File: src/rtl/sigma_delta_adc_sequencer.sv
// sigma_delta_adc_sequencer
// Merges NUM_CH sigma-delta ADC channels into one valid/ready sample stream.
// Each channel has a one-deep capture register and a pending bit; a round-robin
// arbiter hands pending samples to a single registered output stage.
// Optional feature macro: SDADC_SEQ_OVERRUN_CNT_EN adds per-channel 8-bit
// saturating overrun counters on output overrun_cnt.
//
// state   | meaning
// --------+---------------------------------------------------------------
// IDLE    | output stage empty; grant the next pending channel, if any
// PRESENT | out_valid high, payload frozen until the consumer takes it

module sigma_delta_adc_sequencer #(
    parameter int NUM_CH     = 4,
    parameter int ADC_BITLEN = 16,
    localparam int CH_W      = (NUM_CH > 1) ? $clog2(NUM_CH) : 1
) (
    input  logic                         clk,
    input  logic                         rst,
    input  logic [NUM_CH-1:0]            ch_enable,
    output logic [NUM_CH-1:0]            ch_rst,
    input  logic [NUM_CH*ADC_BITLEN-1:0] ch_data,
    input  logic [NUM_CH-1:0]            ch_valid,
    output logic [ADC_BITLEN-1:0]        out_data,
    output logic [CH_W-1:0]              out_ch,
    output logic                         out_valid,
    input  logic                         out_ready,
    output logic [NUM_CH-1:0]            overrun,
    input  logic [NUM_CH-1:0]            overrun_clr
`ifdef SDADC_SEQ_OVERRUN_CNT_EN
    ,
    output logic [NUM_CH*8-1:0]          overrun_cnt
`endif
);

    typedef enum logic {
        ST_IDLE    = 1'b0,
        ST_PRESENT = 1'b1
    } state_e;

    state_e                  state_q, state_d;
    logic [CH_W-1:0]         rr_q, rr_d;
    logic [ADC_BITLEN-1:0]   out_data_q, out_data_d;
    logic [CH_W-1:0]         out_ch_q, out_ch_d;
    logic                    out_valid_q, out_valid_d;
    logic [NUM_CH-1:0]       pend_q, pend_d;
    logic [NUM_CH-1:0]       overrun_q, overrun_d;
    logic [NUM_CH-1:0]       ch_rst_q;
    logic [ADC_BITLEN-1:0]   hold_q [NUM_CH];
    logic [ADC_BITLEN-1:0]   hold_d [NUM_CH];

    logic [NUM_CH-1:0]       req;
    logic [NUM_CH-1:0]       cap;
    logic [NUM_CH-1:0]       gnt_oh;
    logic [NUM_CH-1:0]       ov_set;
    logic                    gnt_vld;
    logic [CH_W-1:0]         gnt_idx;
    logic [CH_W:0]           rr_sum;
    logic                    grant_fire;

    // Round-robin search: first pending, still-enabled channel at/after rr_q.
    // A channel being disabled this cycle is not granted, so its sample is dropped.
    always_comb begin
        req     = pend_q & ch_enable;
        gnt_vld = 1'b0;
        gnt_idx = '0;
        rr_sum  = '0;
        for (int k = 0; k < NUM_CH; k++) begin
            rr_sum = {1'b0, rr_q} + (CH_W+1)'(k);
            if (rr_sum >= (CH_W+1)'(NUM_CH)) begin
                rr_sum = rr_sum - (CH_W+1)'(NUM_CH);
            end
            if (!gnt_vld && req[rr_sum[CH_W-1:0]]) begin
                gnt_vld = 1'b1;
                gnt_idx = rr_sum[CH_W-1:0];
            end
        end
    end

    // FSM next state and output-stage load/release.
    always_comb begin
        state_d     = state_q;
        rr_d        = rr_q;
        out_data_d  = out_data_q;
        out_ch_d    = out_ch_q;
        out_valid_d = out_valid_q;
        grant_fire  = 1'b0;
        case (state_q)
            ST_IDLE: begin
                if (gnt_vld) begin
                    grant_fire  = 1'b1;
                    out_data_d  = hold_q[gnt_idx];
                    out_ch_d    = gnt_idx;
                    out_valid_d = 1'b1;
                    rr_d        = (gnt_idx == CH_W'(NUM_CH - 1)) ? '0 : gnt_idx + CH_W'(1);
                    state_d     = ST_PRESENT;
                end
            end
            ST_PRESENT: begin
                if (out_ready) begin
                    out_valid_d = 1'b0;
                    state_d     = ST_IDLE;
                end
            end
            default: state_d = ST_IDLE;
        endcase
    end

    // Per-channel capture, pending and overrun bookkeeping.
    // A fresh strobe on the channel being granted refills it without an overrun.
    always_comb begin
        for (int i = 0; i < NUM_CH; i++) begin
            cap[i]    = ch_valid[i] & ch_enable[i];
            gnt_oh[i] = grant_fire && (gnt_idx == CH_W'(i));
            ov_set[i] = cap[i] & pend_q[i] & ~gnt_oh[i];
            hold_d[i] = cap[i] ? ch_data[i*ADC_BITLEN +: ADC_BITLEN] : hold_q[i];
            if (!ch_enable[i]) begin
                pend_d[i] = 1'b0;
            end else if (cap[i]) begin
                pend_d[i] = 1'b1;
            end else if (gnt_oh[i]) begin
                pend_d[i] = 1'b0;
            end else begin
                pend_d[i] = pend_q[i];
            end
            overrun_d[i] = ov_set[i] | (overrun_q[i] & ~overrun_clr[i]);
        end
    end

    // FSM state register.
    always_ff @(posedge clk or posedge rst) begin
        if (rst) begin
            state_q <= ST_IDLE;
        end else begin
            state_q <= state_d;
        end
    end

    // Datapath and per-channel registers.
    always_ff @(posedge clk or posedge rst) begin
        if (rst) begin
            rr_q        <= '0;
            out_data_q  <= '0;
            out_ch_q    <= '0;
            out_valid_q <= 1'b0;
            pend_q      <= '0;
            overrun_q   <= '0;
            ch_rst_q    <= '1;
            for (int i = 0; i < NUM_CH; i++) begin
                hold_q[i] <= '0;
            end
        end else begin
            rr_q        <= rr_d;
            out_data_q  <= out_data_d;
            out_ch_q    <= out_ch_d;
            out_valid_q <= out_valid_d;
            pend_q      <= pend_d;
            overrun_q   <= overrun_d;
            ch_rst_q    <= ~ch_enable;
            for (int i = 0; i < NUM_CH; i++) begin
                hold_q[i] <= hold_d[i];
            end
        end
    end

`ifdef SDADC_SEQ_OVERRUN_CNT_EN
    logic [7:0] cnt_q [NUM_CH];
    logic [7:0] cnt_d [NUM_CH];

    // Saturating overrun counters; a set coinciding with a clear restarts at 1.
    always_comb begin
        for (int i = 0; i < NUM_CH; i++) begin
            cnt_d[i] = cnt_q[i];
            if (ov_set[i]) begin
                if (overrun_clr[i]) begin
                    cnt_d[i] = 8'd1;
                end else if (cnt_q[i] != 8'hFF) begin
                    cnt_d[i] = cnt_q[i] + 8'd1;
                end
            end else if (overrun_clr[i]) begin
                cnt_d[i] = 8'd0;
            end
        end
    end

    // Counter registers.
    always_ff @(posedge clk or posedge rst) begin
        if (rst) begin
            for (int i = 0; i < NUM_CH; i++) begin
                cnt_q[i] <= 8'd0;
            end
        end else begin
            for (int i = 0; i < NUM_CH; i++) begin
                cnt_q[i] <= cnt_d[i];
            end
        end
    end

    // Flatten counters onto the output port.
    always_comb begin
        overrun_cnt = '0;
        for (int i = 0; i < NUM_CH; i++) begin
            overrun_cnt[i*8 +: 8] = cnt_q[i];
        end
    end
`endif

    assign ch_rst    = ch_rst_q;
    assign out_data  = out_data_q;
    assign out_ch    = out_ch_q;
    assign out_valid = out_valid_q;
    assign overrun   = overrun_q;

endmodule
File: config.mk
export PLATFORM = sky130hd
export DESIGN_NAME = sigma_delta_adc_sequencer
export DESIGN_NICKNAME = d
export VERILOG_FILES = /design/src/rtl/sigma_delta_adc_sequencer.sv
export SDC_FILE = /design/constraint.sdc
export NUM_CORES = 1
export LEC_CHECK = 0
export ABC_CLOCK_PERIOD_IN_PS = 7500
export BUFFER_PORTS_ARGS = -buffer_cell sky130_fd_sc_hd__buf_2
export CAP_MARGIN = 40
export CORE_MARGIN = 5
export CORE_UTILIZATION = 50
export CTS_CLUSTER_SIZE = 10
export DETAILED_ROUTE_END_ITERATION = 6
export PLACE_DENSITY = 0.77
export SLEW_MARGIN = 20
export SYNTH_ARGS = -nofsm -noshare
export SYNTH_HDL_FRONTEND = slang
export SYNTH_SLANG_ARGS = --single-unit
File: constraint.sdc
create_clock -name clk -period 7.5 [get_ports clk]
set_input_delay 0.75 -clock clk [delete_from_list [all_inputs] [get_ports clk]]
set_output_delay 0.75 -clock clk [all_outputs]
set_load 0.05 [all_outputs]
After elaboration in Yosys (flattened, before gate mapping)
Cells that the tools add are included.

Register bits: 98. Bits in latches: 0. RAM bits: 0. ROM bits: 0. Input bits: 79. Output and inout port bits: 27. Logic and storage cells: 129. Memories: 0.

Add/sub/neg operators: 8. Multipliers: 0. Divide/modulo/power cells: 0. Magnitude comparators: 9. Equality and inequality tests: 9. Shift operators: 0. Mux-type cells: 43. Bitwise logic cells: 32. Reductions and logical operators: 13.

Operator list (count): $bmux 16 s2 (1); $mux 16 (2); $mux 1 (25); $mux 2 (9); $and 1x1->1 (16); $ge 3x3->1 const B (4); $lt 2x3->1 const B (4); $ne 3x1->1 const B (4); $not 1->1 (9); $bmux 1 s2 (4); $sub 2x1->2 const B (4); $logic_and 1x1->1 (7); $add 2x2->3 const B (2); $and 4x4->4 (1); $eq 2x2->1 const B (2); $ne 2x2->1 const B (2); $not 4->4 (1); $or 1x1->1 (4); $pmux 1 s2 (2); $reduce_and 2->1 (2); $add 2x1->3 const B (1); $ge 2x3->1 const B (1); $logic_not 1->1 (3); $not 2->3 (1); 3 further kinds (3).

Longest topological paths before layout
Gate-level depths: netlist (run 1).

Depth in word-level cells: 20. Mapped depth: 7. Mapped depth without buffers: 5.

Worst setup path after synthesis (run 1)
No wires, ideal clock.

Kind: in2reg. Start point: input port ch_enable[0]. End point: register out_data_q[0] (netlist: out_data[0]). Library setup time: 129 ps. Arrival: 1747 ps. Data required time: 7371 ps. Path slack: 5625 ps. Stages: 6. Buffers on the path: 1. Cells stage by stage: nand2_1 > o221a_4 > clkbuf_1 > and3_1 > o21ai_1 > a21oi_1.

Word-level cells in the longest chain between the ends: 17. Elaborated cells between the ends (all ways): 28. Those cells by class: mux: 19; bitwise: 2; reduce/logical: 7.

RTL lines: start: declaration (RTL line 20) `input logic [NUM_CH-1:0] ch_enable,`; $and 4x4->4 (*) (RTL line 64) `req = pend_q & ch_enable;`; $bmux 1 s2 (RTL line 73) `if (!gnt_vld && req[rr_sum[CH_W-1:0]]) begin`; $mux 1 (not written as such) (RTL line 73); $mux 1 (RTL line 73); $logic_not 1->1 (RTL line 73); $logic_and 1x1->1 (RTL line 73); $mux 1 (RTL line 73); $logic_not 1->1 (RTL line 73); $logic_and 1x1->1 (RTL line 73); $mux 1 (RTL line 73); $logic_not 1->1 (RTL line 73); $logic_and 1x1->1 (RTL line 73); $mux 2 (RTL line 73); $not 2->3 (not written as such) (RTL line 92) `out_data_d = hold_q[gnt_idx];`; $bmux 16 s2 (RTL line 92); $mux 16 (not written as such) (2 in series) (RTL line 92); end signal: assignment (RTL line 154) `out_data_q <= out_data_d;`; end: declaration (RTL line 43) `logic [ADC_BITLEN-1:0] out_data_q, out_data_d;`.

Mark *: on every way between the ends. The rest lies on a longest branch, timed or not. The select of a mux whose other input is x is not followed. A chain may end at the register's enable or synchronous reset.

Worst setup path in the final report (run 1)
Start point: input port ch_enable[0]. End point: register out_data_q[4] (netlist: out_data[4]).

Same word-level chain as after synthesis.

==> results of run 1 <==
## through the flow
stage / power, mW / hold WS (ns) / util, %
6_report: 1.600 / 0.3788 / 61.32
5_1_grt: 1.678 / 0.4238 / 61.32
4_1_cts: 1.608 / 0.3951 / 61.32
3_5_place_dp: 1.268 / 0.4872 / 58.89
3_3_place_gp: 1.250 / 0.4801 / 58.80
2_1_floorplan: 1.127 / 0.4706 / -
## path summary, 6_finish.rpt
kind                                        from                 endpoint  slack, ns  cells past startpoint
max                                 ch_enable[0]  out_data[4]$_DFFE_PP0P_       5.36                      6
max in group asynchronous                    rst   hold_q[44]$_DFFE_PP0P_       5.97                      3
min in group clk           hold_q[6]$_DFFE_PP0P_    hold_q[6]$_DFFE_PP0P_       0.51                      1
max reg2reg                  rr_q[1]$_DFFE_PP0P_    pend_q[2]$_DFFE_PP0P_       5.40                      5
min reg2reg                hold_q[6]$_DFFE_PP0P_    hold_q[6]$_DFFE_PP0P_       0.51                      1
min                                          rst   hold_q[18]$_DFFE_PP0P_       0.38                      2
## cells in the final DEF, fill, tap and decap left out, types with 3 or more instances in the layout
master,Yosys,layout
a21boi_0,12,12
a21o_1,3,3
a21oi_1,19,19
a221oi_1,13,13
and3_1,15,15
buf_2,5,105
clkbuf_8,0,9
dfrtp_1,94,94
dfstp_2,4,4
inv_1,13,12
mux2_2,64,64
mux2i_1,6,6
nand2_1,17,17
nand2b_1,4,4
nand3_1,3,3
nor2_1,17,17
o21ai_0,6,6
o21ai_1,11,11
o221ai_1,3,3
## report_power, final
part           leakage [nW]  total [mW]  internal (mW)  switching (mW)
Combinational          1.16       0.538          0.174           0.364
Sequential             1.15       0.718          0.641          0.0763
Clock                0.0962       0.344          0.156           0.188
Total                  2.41        1.60          0.972           0.628
## cell type report
cell class	count	area share, %
sequential	98	48.53
clock inverter	7	1.507
tap	105	2.595
clock buffer	9	2.446
inverter	13	1.013
multi-input combinational	213	33.23
timing repair buffer	107	10.67
## state kept, by name (all words and copies together), names as in the netlist
register   count
out_data      16
ch_rst         4
overrun        4
state_q        1
pend_q         4
out_ch         2
hold_q        64
out_valid      1
rr_q           2
## per-layer routing
metal  vias to the layer above  track usage (%)
met5                         -                0
met4                         0            8.375
met3                        20            3.045
met2                        96            30.73
met1                      1520            26.65
li1                       1427                -
## logic make-up (layout without fill, tap and decap cells)
| group | after synthesis | in the layout | share of synthesized area, % |
|---|---|---|---|
| buffers and inverters | 29 | 136 | 3.217 |
| AOI/OAI and AO/OA | 79 | 79 | 13.60 |
| DFF | 98 | 98 | 57.44 |
| and+or+nand+nor | 64 | 64 | 7.487 |
| muxes | 70 | 70 | 18.25 |
## worst max-delay path: stages
cell      delay (ns)
buf_2           0.12
nand2_1         0.20
nand4_1         0.22
nand2_1         0.44
a221oi_1        0.51
a21oi_1         0.12
==> reports/results.txt, run 1 <==
syn_nets: 419
RSZ-0062 raised after global routing: false
total CTS buffers: 9
worst min-delay path class: primary input to async pin
final setup fails: 0
cts hold-fix bufs: 0
post-place instance area: 0.004863 sq mm
Synth Register Bits: 98
Clock Path Buffers: 2
number of H-tree levels: 3
placed insts: 536
CP required: 7.75 ns
antenna viol nets, final: 0
pre-CTS setup slack: 5.000 ns
syn_area_per_cell: 12.58 sq um
initial antenna violation count: 0
DR WL met3: 589 um
cell with the most instances after synthesis: dfrtp_1
largest net degree at the start of global routing: 63
Fin. Hold Viols: 0
vias in the first global route: 3175
first-pass GRT wire length: 15610 um
FF/Latch Area: 0.002457 sq mm
total power divided by cell area: 316.0 mW/mm^2
FP Rows: 33
Period minus WS final: 2.143 ns
Synth Instances: 340
post-synthesis cell type count: 39
Post-synth EDFFs: 0
Yosys top cell by area: dfrtp_1
yosys warns: 0
fin crit share: 28.57%
1st-pass router iterations: 4
wire per inst: 17.69 um
Leak Pwr: 2.409 nW
post-cts resize count: 0
Setup CP Type: primary input to flip-flop
# IOs: 106
width of the chip: 102.5 um
layout cells sized above 1: 44.74%
Arrival @ worst endpoint: 2.39 ns
core area: 0.008258 sq mm
DPL Wire Length: 7213 um
Post-Route WL: 9765 um
list of most frequent post-synthesis cells: dfrtp_1 (94), mux2_2 (64), a21oi_1 (19)
GR Util All Layers: 19.39%
clk sinks: 98
worst setup margin: 5.357 ns
slew margin rel.: 43.82%
part of the Yosys area used for sequential elements: 57.44%
RD Place Congestion: 0.8491
Cell Area, Synth: 0.004278 sq mm
Design Area, Final: 0.005064 sq mm
grt ovf: 0
final setup skew: 0.01006 ns
Primary FF master, synth: dfrtp_1
Critical Path Start Type: primary input
Worst-Skew Late Latency: 0.36 ns
CP Max Fanout: 20
post-synth top area share: 54.99%
Die Height: 102.5 um
Starting Density: 51.80%
DR WL met2: 4702 um
max-capacitance violation count: 0
multi-input logic area: 0.001683 sq mm
1st-iter DRT viols: 139
Post-CTS Setup Repair Bufs: 0
Crit. End Element: flip-flop
fill count: 709
DR top layer: met4
Die Area: 0.01051 sq mm
nets: 521
setup tns final: 0 ns
Peak VDD IR: 0.1154 mV
CTS tree: yes
Clk pin slew, worst setup/hold paths: 0.10 ns
vias per std cell: 5.549
PortBufs: 105
f_max: 0.4667 GHz
# DRC: 0
Worst Tran Pin Value: 0.8406 ns
# diodes: 0
Layout area overhead: 18.37%
post-route insts no fill: 552
clock root buffer: clkbuf_8
met1 wire length: 4247 um
status: complete, no violations
DR vias: 3063
max-slew violation count: 0
ranking of synthesized cells by area: dfrtp_1 (55%), mux2_2 (17%), a221oi_1 (2.7%)
Synth async-reset ratio: 100.0%
No activity file was read; power rests on OpenSTA's default activity.
==> run 2: changes to the inputs <==
Settings changed: ABC_AREA from default to 1, ABC_CLOCK_PERIOD_IN_PS 7500 to 1800, CORE_UTILIZATION 50 to 49.
Clock period 7.5 ns to 1.8 ns, I/O delays scaled along.
==> run 2 against run 1 <==
Against the previous run:
- the flow now finishes with violations (negative setup slack)
- sequential share of layout area fell by 9.0 points
- sequential power rose to 4.2 times the previous value
- utilization grew 6.4 points
- clock-buffer cell count increased by 1
- hold slack got worse by 0.37 ns
- largest cell class unchanged
- highest routed layer unchanged
==> reports/results.txt, run 2 <==
Largest register FFs: 64
antenna viol nets, final: 0
final setup fails: 28
GR Util All Layers: 21.91%
syn_area_per_cell: 8.872 sq um
first-pass GRT wire length: 19760 um
number of H-tree levels: 3
total CTS buffers: 9
Crit. End Element: flip-flop
Starting Density: 50.07%
fin crit share: 111.0%
DR vias: 4159
initial antenna violation count: 0
multi-input logic area: 0.002250 sq mm
worst setup margin: -0.1974 ns
# diodes: 0
DPL Wire Length: 8440 um
Synth async-reset ratio: 100.0%
CP Max Fanout: 8
worst r2r src: rr_q[0]$_DFFE_PP0P_
Yosys top cell by area: dfrtp_1
FF/Latch Area: 0.002461 sq mm
f_max: 0.5006 GHz
Reg2Reg Capture Point: out_data[2]$_DFFE_PP0P_
RSZ-0062 raised after global routing: true
cell with the most instances after synthesis: nand2_1
nets: 748
setup tns final: -4.311 ns
Arrival @ worst endpoint: 2.26 ns
slew margin rel.: 64.81%
Leak Pwr: 3.268 nW
placed insts: 745
HP Start: ch_data[23]
Reg2Reg Setup Slack: -0.20 ns
Worst Hold Path Cells: 3
final setup skew: 0.009894 ns
Worst-Skew Late Latency: 0.37 ns
1st-iter DRT viols: 278
Critical Path Start Type: flip-flop
core area: 0.009196 sq mm
Die Area: 0.01144 sq mm
status: finished, violations left
Reg2Reg Depth: 14
Primary FF master, synth: dfrtp_1
# DRC: 0
Synth Instances: 519
largest net degree at the start of global routing: 99
commonest cells after routing, fill and taps aside: nand2_1 (214), buf_2 (105), dfrtp_1 (91), mux2_2 (48), nand2_2 (41)
post-route insts no fill: 784
part of the Yosys area used for sequential elements: 53.37%
post-synthesis cell type count: 25
1st-pass router iterations: 6
most used cell, CP: nand2_1
yosys warns: 0
Synth Register Bits: 98
Worst Hold Path EP: hold_q[39]$_DFFE_PP0P_
vias in the first global route: 4143
Biggest register: hold_q
max incr delay on CP: 0.49 ns
fill count: 724
vias per std cell: 5.305
Setup CP Type: flip-flop to flip-flop
final hold slack: 0.006056 ns
Worst Tran Pin Value: 0.5246 ns
total power divided by cell area: 1769 mW/mm^2
clock root buffer: clkbuf_8
ranking of synthesized cells by area: dfrtp_1 (51%), nand2_1 (21%), mux2_2 (12%)
Crit-path slowest cell: dfrtp_2
max-slew violation count: 0
Peak VDD IR: 0.8604 mV
worst min-delay path class: primary input to flip-flop
clk sinks: 98
Clk pin slew, worst setup/hold paths: 0.09 ns
failing checks: negative setup slack
syn_nets: 598
PortBufs: 105
width of the chip: 106.9 um
Post-Route WL: 12630 um
wire per inst: 16.11 um
Post-Route Utilization: 67.69%
Period minus WS final: 1.997 ns
# IOs: 106
Fin. Hold Viols: 0
CP required: 2.07 ns
max-capacitance violation count: 0
layout cells sized above 1: 44.43%
RD Place Congestion: 0.8880
Cell Area, Synth: 0.004604 sq mm
post-synth top area share: 51.09%
Cell Chain, Critical Path: inv_4 -> nand3_2 -> nand3_4 -> nand2_4 -> buf_4 -> nand3_4 -> nand2_8 -> buf_12 -> nand2_2 -> nand2_1 -> nand2_1 -> nand2_1 -> nand2_1 -> nand2_1
grt ovf: 0
Post-synth EDFFs: 0
commonest non-fill, non-tap cell in the layout: nand2_1
list of most frequent post-synthesis cells: nand2_1 (257), dfrtp_1 (94), mux2_2 (48), nand3_1 (48), buf_2 (11)
Clock Path Buffers: 2
CTS tree: yes
FP Rows: 35
Die Height: 106.9 um
Layout area overhead: 35.19%
run 2: cell types whose count changed after synthesis, sizes merged, moves of 9 or more:
cell and change:
a21boi -13, nand2 +243, o21ai -11, a21oi -16
mux2 -16, nand3 +49, a221oi -13, and3 -15
nor2 -13, buf +9
run 2: metal layers:
metal	up-vias	share of wire, %	track usage (%)
met5	-	0	0
met4	0	3.2	10.05
met3	33	5.9	3.311
met2	178	50	35.75
met1	1982	41	28.92
li1	1966	-	-
run 2: stage by stage:
step | total power [mW] | instance area (sq um) | worst slack [ns]
floorplan | 6.545 | 4608 | 0.08579
global placement | 8.060 | 5450 | -0.1140
finish | 11.01 | 6225 | -0.1974
detailed placement | 8.201 | 5450 | -0.2013
global route | 11.72 | 6225 | -0.3182
CTS | 10.13 | 5906 | -0.1022
run 2: area by class of cell:
type | instances | share of cell area (%)
repair buffers | 162 | 17.83
clock buffers | 10 | 2.211
clock inverters | 5 | 1.005
inverters | 15 | 1.045
well taps | 111 | 2.231
multi-input cells | 383 | 36.14
flip-flops and latches | 98 | 39.54
run 2: repair_timing:
action | 4_1_cts | 5_1_grt
setup endpoints to repair | 30 | 30
hold endpoints to repair | 101 | 1
gates resized for setup | 26 | 70
pin swaps | 9 | 37
cloned | 1 | 1
hold buffers | 8 | 1
buffers inserted | 7 | 7
run 2: critical path: cells and delay by family, from the launching register on:
| family | cells | cell delay [ns] |
|---|---|---|
| buffers and inverters | 3 | 0.45 |
| flip-flops | 1 | 0.49 |
| AND/OR/NAND/NOR | 11 | 0.94 |
run 2: how the worst max path moves through the flow:
stage	startpoint	endpoint	depth (start not counted)
after floorplan	rr_q[0]$_DFFE_PP0P_	out_data[8]$_DFFE_PP0P_	14
after detailed placement	rr_q[0]$_DFFE_PP0P_	out_data[4]$_DFFE_PP0P_	14
final	rr_q[0]$_DFFE_PP0P_	out_data[2]$_DFFE_PP0P_	14
after CTS	rr_q[0]$_DFFE_PP0P_	out_data[0]$_DFFE_PP0P_	14
after global routing	pend_q[1]$_DFFE_PP0P_	out_data[14]$_DFFE_PP0P_	15
after global placement	rr_q[0]$_DFFE_PP0P_	out_data[4]$_DFFE_PP0P_	14
run 2: cells by family after synthesis:
logic type             synth area share [%]
DFF                                   53.37
buffers and inverters                 4.375
and+or+nand+nor                       28.91
AOI/OAI and AO/OA                     1.603
muxes                                 11.74
run 2: power by group:
| part | switching [mW] | total [mW] | internal [mW] |
|---|---|---|---|
| registers | 0.357 | 3.05 | 2.69 |
| logic | 3.91 | 6.50 | 2.59 |
| clock network | 0.786 | 1.47 | 0.681 |
==> run 3: changes to the inputs <==
Settings changed: GPL_TIMING_DRIVEN from default to 0.
==> run 3 against run 2 <==
Against the previous run:
- the run still ends with negative setup slack left
- total power is 3.1% higher
- clock power is 10% higher
- cell count is 0.51% higher
- utilization is 0.26 points higher
- sequential cell count stayed put
- maximum frequency is 6.8% lower
- global-route usage is 1.0 points higher
==> reports/results.txt, run 3 (synthesized netlist as in run 2, its figures left out) <==
PortBufs: 104
# IOs: 106
fin crit share: 119.1%
Reg2Reg Depth: 12
Worst-Skew Late Latency: 0.37 ns
number of H-tree levels: 3
Largest delay share family, worst path: simple AND/OR/NAND/NOR gates
clk sinks: 98
final setup fails: 30
failing checks: negative setup slack
Critical Path Start Type: flip-flop
final setup skew: 0.01163 ns
GR Util All Layers: 22.93%
total CTS buffers: 9
initial antenna violation count: 0
first-pass GRT wire length: 20420 um
# diodes: 0
Die Area: 0.01144 sq mm
Arrival @ worst endpoint: 2.37 ns
wire per inst: 17.06 um
worst min-delay path class: primary input to flip-flop
Clk pin slew, worst setup/hold paths: 0.10 ns
Peak VDD IR: 0.9242 mV
Cell Chain, Critical Path: inv_4 -> nand3_2 -> nand2_1 -> nand2_1 -> nand2_2 -> nand3_2 -> nand3_4 -> nand2_4 -> nor2_2 -> nand2_1 -> nand3_1 -> nand2_1
width of the chip: 106.9 um
clock root buffer: clkbuf_8
layout cells sized above 1: 41.80%
slew margin rel.: 50.51%
Period minus WS final: 2.144 ns
largest net degree at the start of global routing: 35
RSZ-0062 raised after global routing: true
# DRC: 0
cell depth of the worst setup path: 12
nets: 751
worst setup margin: -0.3436 ns
Crit. End Element: flip-flop
commonest cells after routing, fill and taps aside: nand2_1 (227), buf_2 (106), dfrtp_1 (92), mux2_2 (48), nand3_1 (38)
status: finished, violations left
Tot Pwr: 11.35 mW
Post-Route WL: 13440 um
Largest register FFs: 64
worst r2r src: rr_q[0]$_DFFE_PP0P_
Biggest register: hold_q
1st-pass router iterations: 5
antenna viol nets, final: 0
RD Place Congestion: 0.8609
Die Height: 106.9 um
1st-iter DRT viols: 272
Crit-path slowest cell: dfrtp_2
commonest non-fill, non-tap cell in the layout: nand2_1
core area: 0.009196 sq mm
FP Rows: 35
CP required: 2.02 ns
post-route insts no fill: 788
Crit. Startpoint: rr_q[0]$_DFFE_PP0P_
final hold slack: 0.008487 ns
max incr delay on CP: 0.49 ns
total power divided by cell area: 1817 mW/mm^2
vias in the first global route: 4168
fill count: 684
vias per std cell: 5.313
grt ovf: 0
placed insts: 737
max-capacitance violation count: 0
DR vias: 4187
Reg2Reg Capture Point: pend_q[3]$_DFFE_PP0P_
pre-CTS setup slack: -0.3334 ns
buffers plus inverters on the worst setup path: 1
Starting Density: 50.07%
Reg2Reg Setup Slack: -0.34 ns
Leak Pwr: 3.284 nW
most used cell, CP: nand2_1
Worst Hold Path Cells: 3
DPL Wire Length: 8674 um
Worst setup endpoint: pend_q[3]$_DFFE_PP0P_
Fin. Hold Viols: 0
Worst Tran Pin Value: 0.7424 ns
CTS tree: yes
Setup CP Type: flip-flop to flip-flop
Layout area overhead: 35.71%
max-slew violation count: 0
f_max: 0.4665 GHz
Clock Path Buffers: 2
CP Max Fanout: 7
## run 3: final cells by class
type | instances | area, sq um | share of cell area (%)
Clock buffer | 11 | 141.4 | 2.263
Inverter | 15 | 65.06 | 1.041
Multi-Input combinational cell | 384 | 2205 | 35.28
Sequential cell | 98 | 2460 | 39.37
Clock inverter | 5 | 85.08 | 1.362
Timing Repair Buffer | 141 | 943.4 | 15.10
Buffer | 23 | 210.2 | 3.364
Tap cell | 111 | 138.9 | 2.223
## run 3: stage by stage
stage | utilization, % | TNS [ns] | cell area [sq um]
global route | 67.95 | -10.01 | 6248
global placement | 57.28 | -17.03 | 5268
CTS | 65.47 | -3.446 | 6021
detailed placement | 57.93 | -6.026 | 5328
floorplan | - | 0 | 4608
finish | 67.95 | -7.301 | 6248
## run 3: repair_timing
item,in CTS,in global routing
resized for setup,53,54
pin swaps,16,13
cloned,5,1
hold buffers,9,2
endpoints found under the setup margin,29,30
endpoints found under the hold margin,39,2
buffers inserted,15,3
## run 3: worst reg2reg max path: stages (launching register included)
cell,delay [ns]
dfrtp_2,0.49
inv_4,0.13
nand3_2,0.12
nand2_1,0.14
nand2_1,0.11
nand2_2,0.12
nand3_2,0.10
nand3_4,0.17
nand2_4,0.13
nor2_2,0.21
nand2_1,0.13
nand3_1,0.09
nand2_1,0.06
## run 3: worst min-delay path by stage
stage / start / endpoint / slack [ns]
after floorplan: ch_enable[1] / ch_rst[1]$_DFF_PP1_ / 0.21
after global placement: overrun_clr[1] / overrun[1]$_DFF_PP0_ / 0.35
after detailed placement: rst / hold_q[61]$_DFFE_PP0P_ / 0.07
after CTS: ch_data[22] / hold_q[38]$_DFFE_PP0P_ / 0.0005
after global routing: ch_data[16] / hold_q[32]$_DFFE_PP0P_ / 0.01
final: ch_data[24] / hold_q[40]$_DFFE_PP0P_ / 0.008
## run 3: power by group
group | internal, mW | switching [mW]
logic | 2.59 | 4.10
registers | 2.69 | 0.345
clock network | 0.829 | 0.787
total | 6.12 | 5.24
## run 3: per-layer routing
layer | part of all wire, % | GRT usage (%) | wire [um] | vias to the layer above
met1 | 40 | 29.02 | 5347 | 1988
met2 | 50 | 38.04 | 6729 | 185
met5 | 0 | 0 | 0 | -
li1 | - | - | - | 1975
met4 | 3.5 | 9.498 | 476 | 0
met3 | 6.6 | 5.178 | 890 | 39
